--- config.mk ---
export PLATFORM = sky130hd
export DESIGN_NAME = ccg_truth_table_sweeper
export DESIGN_NICKNAME = d
export VERILOG_FILES = /design/src/rtl/ccg_sweep_pkg.sv /design/src/rtl/ccg_sweep_pacer.sv /design/src/rtl/ccg_truth_table_sweeper.sv
export SDC_FILE = /design/constraint.sdc
export NUM_CORES = 1
export LEC_CHECK = 0
export CORE_UTILIZATION = 34
export CTS_BUF_LIST = sky130_fd_sc_hd__clkbuf_4 sky130_fd_sc_hd__clkbuf_8
export DETAILED_ROUTE_END_ITERATION = 10
export SLEW_MARGIN = 10
export SYNTH_ARGS = -nofsm -noshare
export SYNTH_HDL_FRONTEND = slang
export SYNTH_SLANG_ARGS = --single-unit
--- constraint.sdc ---
create_clock -name clk -period 2.7 [get_ports clk]
set_input_delay 0.54 -clock clk [delete_from_list [all_inputs] [get_ports clk]]
set_output_delay 0.54 -clock clk [all_outputs]
set_load 0.05 [all_outputs]
--- src/rtl/ccg_sweep_pkg.sv ---
// Shared types and helpers for the truth-table sweeper.
package ccg_sweep_pkg;

    typedef enum logic [1:0] {
        IDLE = 2'd0,
        RUN  = 2'd1,
        DONE = 2'd2
    } sweep_state_t;

    localparam int MAX_SETTLE = 15;
    localparam int SETTLE_W   = 4;

    // Width of the packed signature: one N_OUT slice per input pattern.
    function automatic int tt_width(input int n_in, input int n_out);
        return n_out * (1 << n_in);
    endfunction

endpackage

--- src/rtl/ccg_sweep_pacer.sv ---
// Settle pacer: one-cycle sample strobe every SETTLE+1 enabled cycles.
module ccg_sweep_pacer
    import ccg_sweep_pkg::*;
#(
    parameter int SETTLE = 1
) (
    input  logic clk,
    input  logic rst_n,
    input  logic en,
    input  logic clr,
    output logic sample
);

    localparam logic [SETTLE_W-1:0] SETTLE_C = SETTLE_W'(SETTLE);

    logic [SETTLE_W-1:0] cnt;

    // Count settle cycles; wrap to zero on the sampling cycle.
    always_ff @(posedge clk or negedge rst_n) begin
        if (!rst_n) begin
            cnt <= '0;
        end else if (clr) begin
            cnt <= '0;
        end else if (en) begin
            cnt <= (cnt == SETTLE_C) ? '0 : cnt + SETTLE_W'(1);
        end
    end

    assign sample = en && (cnt == SETTLE_C);

endmodule

--- src/rtl/ccg_truth_table_sweeper.sv ---
// Truth-table sweeper: steps x through every pattern, samples f after the
// settle time and packs the responses into tt.
// Optional golden compare (golden input, mismatch output) is built only when
// CCG_SWEEP_GOLDEN_EN is defined.
module ccg_truth_table_sweeper
    import ccg_sweep_pkg::*;
#(
    parameter int N_IN   = 3,
    parameter int N_OUT  = 2,
    parameter int SETTLE = 1
) (
    input  logic                                clk,
    input  logic                                rst_n,
    input  logic                                start,
    output logic [N_IN-1:0]                     x,
    input  logic [N_OUT-1:0]                    f,
    output logic                                busy,
    output logic                                done,
    output logic                                tt_valid,
    output logic [tt_width(N_IN, N_OUT)-1:0]    tt
`ifdef CCG_SWEEP_GOLDEN_EN
    ,
    input  logic [tt_width(N_IN, N_OUT)-1:0]    golden,
    output logic                                mismatch
`endif
);

    localparam int TTW = tt_width(N_IN, N_OUT);
    // One extra bit so the last-pattern compare never aliases through a wrap.
    localparam logic [N_IN:0] LAST_PAT = (N_IN + 1)'((1 << N_IN) - 1);

    sweep_state_t    state, next_state;
    logic [N_IN:0]   pat;
    logic            sample;
    logic            start_acc;
    logic            last_pat;
    logic            run_en;
    logic [TTW-1:0]  tt_next;

    assign last_pat = (pat == LAST_PAT);
    assign run_en   = (state == RUN);
    assign x        = pat[N_IN-1:0];

    ccg_sweep_pacer #(
        .SETTLE (SETTLE)
    ) u_pacer (
        .clk    (clk),
        .rst_n  (rst_n),
        .en     (run_en),
        .clr    (start_acc),
        .sample (sample)
    );

    // State register.
    always_ff @(posedge clk or negedge rst_n) begin
        if (!rst_n) begin
            state <= IDLE;
        end else begin
            state <= next_state;
        end
    end

    // Next-state logic; start is only honoured in IDLE.
    always_comb begin
        next_state = state;
        start_acc  = 1'b0;
        case (state)
            IDLE: begin
                if (start) begin
                    next_state = RUN;
                    start_acc  = 1'b1;
                end
            end
            RUN: begin
                if (sample && last_pat) begin
                    next_state = DONE;
                end
            end
            DONE: begin
                next_state = IDLE;
            end
            default: begin
                next_state = IDLE;
            end
        endcase
    end

    // Signature with the current pattern's response merged in on a sample.
    always_comb begin
        tt_next = tt;
        if (sample) begin
            tt_next[int'(pat[N_IN-1:0]) * N_OUT +: N_OUT] = f;
        end
    end

    // Pattern counter, capture register and registered status flags.
    always_ff @(posedge clk or negedge rst_n) begin
        if (!rst_n) begin
            pat      <= '0;
            tt       <= '0;
            tt_valid <= 1'b0;
            busy     <= 1'b0;
            done     <= 1'b0;
        end else begin
            busy <= (next_state == RUN);
            done <= (next_state == DONE);
            if (start_acc) begin
                pat      <= '0;
                tt       <= '0;
                tt_valid <= 1'b0;
            end else if (sample) begin
                tt <= tt_next;
                if (last_pat) begin
                    tt_valid <= 1'b1;
                end else begin
                    pat <= pat + (N_IN + 1)'(1);
                end
            end
        end
    end

`ifdef CCG_SWEEP_GOLDEN_EN
    // Compare the completed signature against the reference at the final sample.
    always_ff @(posedge clk or negedge rst_n) begin
        if (!rst_n) begin
            mismatch <= 1'b0;
        end else if (start_acc) begin
            mismatch <= 1'b0;
        end else if (sample && last_pat) begin
            mismatch <= (tt_next != golden);
        end
    end
`endif

endmodule
# [After elaboration in Yosys (flattened, before gate mapping)]
# Index checks and enable logic that the tools add are counted.
[totals] ff_bits=29 inputBits=5 out_inout_bits=22 wordCells=43
[op_classes] add_sub_neg=3 eq_ne=6 shifts=2 mux=17 reduce_logical=8
[ops] operator="4-bit negator with 33-bit output" count=1
[ops] operator="2-bit by 33-bit variable shift with 16-bit output, first input constant" count=1
[ops] operator="2-bit by 33-bit indexed part select with 16-bit output" count=1
[ops] operator="16-bit two-way mux" count=2
[ops] operator="4-bit two-way mux" count=6
[ops] operator="16-bit bitwise mux" count=1
[ops] operator="4-bit by 1-bit adder with 4-bit output, second input constant" count=2
[ops] operator="2-bit nonzero test" count=3
[ops] operator="1-bit two-way mux" count=5
[ops] operator="2-bit by 1-bit equality test with 1-bit output, second input constant" count=2
[ops] operator="4-bit by 1-bit equality test with 1-bit output, second input constant" count=1
[ops] operator="4-bit by 3-bit equality test with 1-bit output, second input constant" count=1
[ops] operator="2-bit two-way mux" count=2
[ops] operator="2-bit case mux with 2 select lines" count=1
[ops] operator="2-bit AND reduction" count=2
[ops] operator="2-bit equality test, second input constant" count=1
[ops] operator="1-bit logical AND" count=2
[ops] operator="2-bit logical NOT" count=1
[ops] operator="2-bit != test, second input constant" count=1

# [Longest topological paths before layout]
# Gate-level depths: netlist of run 1.
[logic_depth] depth_word=6 ltp_mapped=7

# [Hierarchy]
# From an unflattened synthesis of run 1, not the netlist that was laid out.
[unflattened] cells_unflattened=156 area_unflattened_um2=1556.5
[modules_own_cells] module="ccg_truth_table_sweeper" instances=1 cells_each=133 area_each_um2=1332.5
[modules_own_cells] module="ccg_sweep_pacer" instances=1 cells_each=23 area_each_um2=224.0

# [Worst setup path after synthesis of run 1]
# Ideal clock, no wire load.
[synth_path] path_type="register to register" startpoint="reg pat[0]" endpoint="reg tt[6]" setup_time_ns=0.121 arrival_time_ns=1.960 required_time_ns=2.579 slack_ns=0.619 path_stages_with_launch=8 path_cell_list="dfrtp_1 > buf_2 > inv_1 > ha_1 > ha_1 > o31ai_1 > o41a_1 > a22o_1"
[synth_via] elab_chain_len=5 elab_cells_between_ends=6 classes_between="1 x add/sub; 2 x shift; 3 x mux"
[synth_rtl] element="from (decl)" line_no="ccg_truth_table_sweeper.sv:33" source="logic [N_IN:0] pat;"
[synth_rtl] element="from (signal assigned)" line_no="ccg_truth_table_sweeper.sv:116" source="pat <= pat + (N_IN + 1)'(1);"
[synth_rtl] element="4-bit negator with 33-bit output *" line_no="ccg_truth_table_sweeper.sv:92" source="tt_next[int'(pat[N_IN-1:0]) * N_OUT +: N_OUT] = f;"
[synth_rtl] element="2-bit by 33-bit indexed part select with 16-bit output or 2-bit by 33-bit variable shift with 16-bit output (tied branches)" line_no="ccg_truth_table_sweeper.sv:92"
[synth_rtl] element="16-bit bitwise mux *" line_no="ccg_truth_table_sweeper.sv:92"
[synth_rtl] element="16-bit two-way mux *" line_no="ccg_truth_table_sweeper.sv:111" source="end else if (sample) begin"
[synth_rtl] element="16-bit two-way mux *" line_no="ccg_truth_table_sweeper.sv:107" source="if (start_acc) begin"
[synth_rtl] element="to (signal assigned)" line_no="ccg_truth_table_sweeper.sv:112" source="tt <= tt_next;"
[synth_rtl] element="to (decl)" line_no="ccg_truth_table_sweeper.sv:20" source="output logic [tt_width(N_IN, N_OUT)-1:0] tt"
# Mark *: on every way between the ends. The rest lies on a longest branch, timed or not. The select of a mux whose other input is x is not followed.
# A chain may end at the register's enable or synchronous reset.

# [Worst setup path after layout of run 1]
[layout_path] startpoint="reg pat[1]" endpoint="out x[1]"
[layout_rtl] element="to (decl)" line_no="ccg_truth_table_sweeper.sv:15" source="output logic [N_IN-1:0] x,"
# No word-level cell between the ends.

==> results of run 1 <==
## layout make-up
| class | instances | area [µm²] |
|---|---|---|
| clock inverters | 1 | 30.03 |
| multi-input cells | 111 | 785.8 |
| repair buffers | 30 | 290.3 |
| inverters | 7 | 26.28 |
| flip-flops and latches | 29 | 725.7 |
| well taps | 52 | 65.06 |
| clock buffers | 7 | 90.09 |
| fillers | 429 | 2431 |
## registers in the layout, summed over array words and instances, names as in the netlist
name	count
tt	16
done	1
u_pacer.cnt	4
busy	1
tt_valid	1
pat	4
state	2
## report_power, final
group	switching [mW]	leakage [nW]	internal, mW
Sequential	0.150	0.378	0.593
Combinational	0.884	0.449	0.493
Clock	0.165	0.0619	0.311
## metrics by stage
stage | cell area, µm² | cells | hold slack [ps]
after floorplan | 1613 | 158 | 244.4
final | 2013 | 237 | 475.3
after CTS | 2013 | 237 | 482.5
after global routing | 2013 | 237 | 514.5
after global placement | 1893 | 229 | 464.2
after detailed placement | 1893 | 229 | 467.5
## layout by cell type, fill, tap and decap left out, types with 4 or more instances in the layout
cell	synthesis	routed
inv_1	7	7
clkdlybuf4s50_1	0	26
nor2b_1	5	5
o21ai_0	5	5
nor4b_1	4	4
buf_4	6	4
dfrtp_1	29	29
clkbuf_8	0	6
nand2_1	25	25
nor3_1	6	6
nand4_1	8	8
nand3_1	6	6
ha_1	9	9
mux2i_1	15	15
## cells by family (layout without fill, tap and decap cells)
group / after synthesis / in the layout / synth area share
AO/OA/AOI/OAI: 14 / 14 / 0.06285
adder cells (fa/ha/maj): 9 / 9 / 0.06982
multiplexers: 15 / 15 / 0.09309
AND/OR/NAND/NOR: 73 / 73 / 0.2615
flip-flops: 29 / 29 / 0.4500
buffers and inverters: 18 / 45 / 0.06283
## final timing paths
path | cells past startpoint | startpoint | endpoint
max | 1 | pat[1]$_DFFE_PN0P_ | x[1]
min | 1 | tt_valid$_DFFE_PN0P_ | tt_valid$_DFFE_PN0P_
max reg2reg | 6 | pat[1]$_DFFE_PN0P_ | tt[7]$_DFFE_PN0P_
min reg2reg | 1 | tt_valid$_DFFE_PN0P_ | tt_valid$_DFFE_PN0P_
max in group asynchronous | 2 | rst_n | tt[0]$_DFFE_PN0P_
min in group asynchronous | 2 | rst_n | tt[5]$_DFFE_PN0P_
## per-layer routing
metal,part of all wire,GRT usage
met2,0.45,0.2286
met3,0.040,0.03561
met1,0.50,0.2222
met5,0,0
met4,0.0080,0.05556
==> flow_summary.yaml, run 1 <==
timing:
  tightest_slew_ps: 508.5
  maxSlewHeadroom: 0.6584
  setup_ws_ps: 418.0
  max_freq_mhz: 438.2
  drv_slew: 0
  setup_viol: 0
  fin_worst_skew_ps: 3.907
  fin_crit_ps: 2282
  post-route-period-util: 0.8452
  rsz0062_at_grt: "no"
  hold_violations: 0
  tns_ps: 0
synthesis:
  synth_most_common_cell: "dfrtp_1"
  ys_seq_elements: 29
  synth_cells: 158
  synth_top_cell_by_area: "dfrtp_1"
  yosysTopAreaCellShare: 0.4500
  syn_area_um2: 1613
  synthTopCellsByArea: "dfrtp_1 (45%), mux2i_1 (9.3%), ha_1 (7.0%), nand2_1 (5.8%), nand4_1 (3.1%)"
  syn_area_per_cell_um2: 10.21
  ys_seq_area_frac: 0.4500
  ys.flop_type: "dfrtp_1"
  yosysUniqueCellTypes: 35
  synthTopCellsByCount: "dfrtp_1 (29), nand2_1 (25), mux2i_1 (15)"
  syn_nets: 172
  synth_edf_count: 0
  yosys_warnings: 0
  async_reset_ff_frac: 1.000
global_routing:
  grt_pass1_vias: 1257
  grt_max_degree: 30
  grt_pass1_wl_um: 6085
  overflow: 0
  antenna_found_initial: 0
  grt_usage: 0.1548
die:
  dieWidth_um: 70.88
  die_h_um: 70.88
  rows: 24
  ios: 27
  floorplan.initialDensity: 0.3629
  coreArea_um2: 4444
  die-area_um2: 5023
place:
  dp_slack_ps: 452.1
  io_buffers: 26
  gp_congestion: 0.8166
  dp_hpwl_um: 2462
clocking:
  worstSkewPairLatency_ps: 280
  numCtsBuffers: 5
  cts.sinks: 29
  htree_levels: 2
  hold_buffers: 0
  root_buffer: "clkbuf_8"
  clkTransAtPathRegs_ps: 60
  ctsLongestPathBuffers: 2
  cts_tree: "yes"
  postCtsSetupRepairBufs: 0
  cts_resized: 0
route:
  drc_errors: 0
  wirelength_um: 3492
  wl_per_cell_um: 14.73
  via_per_inst: 5.316
  drt_iter0_markers: 37
  final_antenna_net_count: 0
  via_count: 1260
  drtPass1Iterations: 6
setup_path:
  startpoint_type: "flip-flop"
  crit_required_ps: 2160
  slowest_delay_ps: 880
  worstPathArrival_ps: 1740
  crit_type: "flip-flop to output pin"
  critPathBufInv: 1
  endpoint_kind: "output pin"
  critPathTopFamily: "buffers and inverters"
  worstPathCellList: "clkdlybuf4s50_1"
  crit_path_top_delay_cell: "clkdlybuf4s50_1"
  critPathMaxFanout: 11
  r2r_slack_ps: 440
final_layout:
  antenna_cells: 0
  num-nets-final: 198
  synthToLayoutAreaGrowth_pct: 24.83
  layout-drive-gt1-share: 0.09730
  final_util: 0.4530
power_and_ir_drop:
  ir_worst_vdd_mv: 0.7052
  total_power_mw: 2.597
  p_leak_nw: 0.8895
  p_per_area_nw_per_um2: 1290
job:
  cap_violations: 0
status:
  outcome: "complete, no violations"
min_path:
  min_path_type: "flip-flop to flip-flop"
(Power assumes the default switching activity.)
==> inputs of run 2 (changes only) <==
==> constraint.sdc (replaced) <==
create_clock -name clk -period 2.3 [get_ports clk]
set_input_delay 0.46 -clock clk [delete_from_list [all_inputs] [get_ports clk]]
set_output_delay 0.46 -clock clk [all_outputs]
set_load 0.05 [all_outputs]
==> run 2 against run 1 <==
  * Total power is 22% higher
  * Register-to-register slack worse by 180 ps
  * Global-route usage is 0.16 points higher
  * Worst setup slack worse by 230 ps
  * First-iteration DRC count is 70% higher
  * Core utilization is 0.65 points higher
  * Non-clock buffer count is 2 higher
  * Worst hold slack worse by 2.6 ps
  * Clock power is 33% higher
  * Largest power group unchanged
  * Highest routed layer unchanged
==> flow_summary.yaml, run 2 (synthesized netlist as in run 1, its figures left out) <==
die:
  dieWidth_um: 70.88
  floorplan.initialDensity: 0.3629
  coreArea_um2: 4444
  die_h_um: 70.88
  ios: 27
  die-area_um2: 5023
  rows: 24
setup_path:
  endpoint_kind: "output pin"
  slowest_delay_ps: 820
  r2r_end: "tt[7]$_DFFE_PN0P_"
  crit_required_ps: 1840
  crit_path_top_delay_cell: "clkdlybuf4s50_1"
  worstPathArrival_ps: 1650
  rr_startpoint: "pat[0]$_DFFE_PN0P_"
  critPathMaxFanout: 14
  r2r_slack_ps: 260
  r2r_cells: 6
  worstPathCellList: "buf_4 -> clkdlybuf4s50_1"
  crit_type: "flip-flop to output pin"
  startpoint_type: "flip-flop"
clocking:
  cts_tree: "yes"
  cts.sinks: 29
  htree_levels: 2
  numCtsBuffers: 5
  worstSkewPairLatency_ps: 280
  ctsLongestPathBuffers: 2
  clkTransAtPathRegs_ps: 70
  root_buffer: "clkbuf_8"
  hold_buffers: 0
  cts_resized: 0
  postCtsSetupRepairBufs: 0
power_and_ir_drop:
  p_per_area_nw_per_um2: 1545
  p_comb_frac: 0.535
  power_frac_seq: 0.264
  ir_worst_vdd_mv: 0.6514
  p_leak_nw: 0.9058
  clkPwrFrac: 0.201
  power.switching_mw: 1.427
  power_switching_share: 0.4521
  p_int_mw: 1.729
route:
  wirelength_um: 3563
  final_antenna_net_count: 0
  via_per_inst: 5.377
  via_count: 1285
  drt_iter0_markers: 63
  drtPass1Iterations: 6
  wl_per_cell_um: 14.91
  drc_errors: 0
job:
  cap_violations: 0
final_layout:
  layout-drive-gt1-share: 0.1070
  num-nets-final: 200
  layout_common_cells: "dfrtp_1 (29), clkdlybuf4s50_1 (26), nand2_1 (25)"
  top_register: "tt"
  antenna_cells: 0
  fillerInstances: 434
  synthToLayoutAreaGrowth_pct: 26.61
  reg.largest.list: "tt x16, pat x4, u_pacer.cnt x4"
  largest_reg_flops: 16
  layout_commonest_cell: "dfrtp_1"
timing:
  setup_viol: 0
  drv_slew: 0
  max_freq_mhz: 473.1
  hold_violations: 0
  rsz0062_at_grt: "no"
  fin_crit_ps: 2114
  tns_ps: 0
  hold-worst-slack_ps: 472.8
  tightest_slew_ps: 529.0
  fin_worst_skew_ps: 4.802
  post-route-period-util: 0.9189
  maxSlewHeadroom: 0.6463
global_routing:
  grt_max_degree: 30
  overflow: 0
  grt_pass1_vias: 1257
  antenna_found_initial: 0
  grt_usage: 0.1564
  grt_pass1_wl_um: 6051
place:
  io_buffers: 26
  gp_congestion: 0.7855
  dp_hpwl_um: 2570
min_path:
  min_to: "tt_valid$_DFFE_PN0P_"
  worstHoldStart: "tt_valid$_DFFE_PN0P_"
  min_path_type: "flip-flop to flip-flop"
  min_path_cells: 1
status:
  outcome: "complete, no violations"
==> run 2: cell count changes in the layout (fill, tap and decap cells not counted) <==
cell / previous run / this run
buf_4: 4 / 6
bufinv_16: 1 / 2
clkbuf_4: 1 / 0
clkbuf_8: 6 / 5
clkinv_2: 0 / 1
==> run 2: power by group through the flow <==
stage / clock (mW) / combinational (mW) / sequential (mW)
6_report: 0.633 / 1.69 / 0.833
3_5_place_dp: 0 / 1.70 / 0.840
5_1_grt: 0.673 / 1.82 / 0.857
3_3_place_gp: 0 / 1.66 / 0.833
2_1_floorplan: 0 / 0.827 / 1.23
4_1_cts: 0.648 / 1.70 / 0.836
==> run 2: how the worst max path moves through the flow <==
stage / start / endpoint / slack, ps / cells after the start
CTS: pat[0]$_DFFE_PN0P_ / x[0] / 180 / 2
detailed placement: start / tt[7]$_DFFE_PN0P_ / 200 / 4
global placement: start / tt[6]$_DFFE_PN0P_ / 240 / 4
finish: pat[0]$_DFFE_PN0P_ / x[0] / 190 / 2
global route: pat[0]$_DFFE_PN0P_ / x[0] / 130 / 2
floorplan: pat[0]$_DFFE_PN0P_ / tt[6]$_DFFE_PN0P_ / 220 / 7
==> run 2: metal layers <==
metal / GRT usage / part of all wire / vias up
met5: 0 / 0 / -
met4: 0.06667 / 0.019 / 0
met3: 0.04274 / 0.049 / 8
met2: 0.2436 / 0.45 / 32
met1: 0.2052 / 0.48 / 627
li1: - / - / 618
==> run 2: critical path, delay by kind of cell (launching register included) <==
family / cells / cell delay [ps]
buffers and inverters: 2 / 1020
DFF: 1 / 350
==> run 2: final cells by class <==
| type | count | area [µm²] | area share |
|---|---|---|---|
| Clock inverter | 3 | 65.06 | 0.03186 |
| Sequential cell | 29 | 725.7 | 0.3554 |
| Clock buffer | 5 | 68.82 | 0.03370 |
| Tap cell | 52 | 65.06 | 0.03186 |
| Timing Repair Buffer | 32 | 305.3 | 0.1495 |
| Multi-Input combinational cell | 111 | 785.8 | 0.3848 |
| Inverter | 7 | 26.28 | 0.01287 |
==> run 2: stage by stage <==
stage	cells	setup slack (ps)	cell area (µm²)	power [mW]	utilization
after floorplan	158	218.6	1613	2.058	-
after global placement	231	242.1	1908	2.496	0.4293
after detailed placement	231	204.7	1908	2.538	0.4293
after CTS	239	175.5	2042	3.187	0.4595
after global routing	239	128.7	2042	3.348	0.4595
final	239	186.4	2042	3.156	0.4595
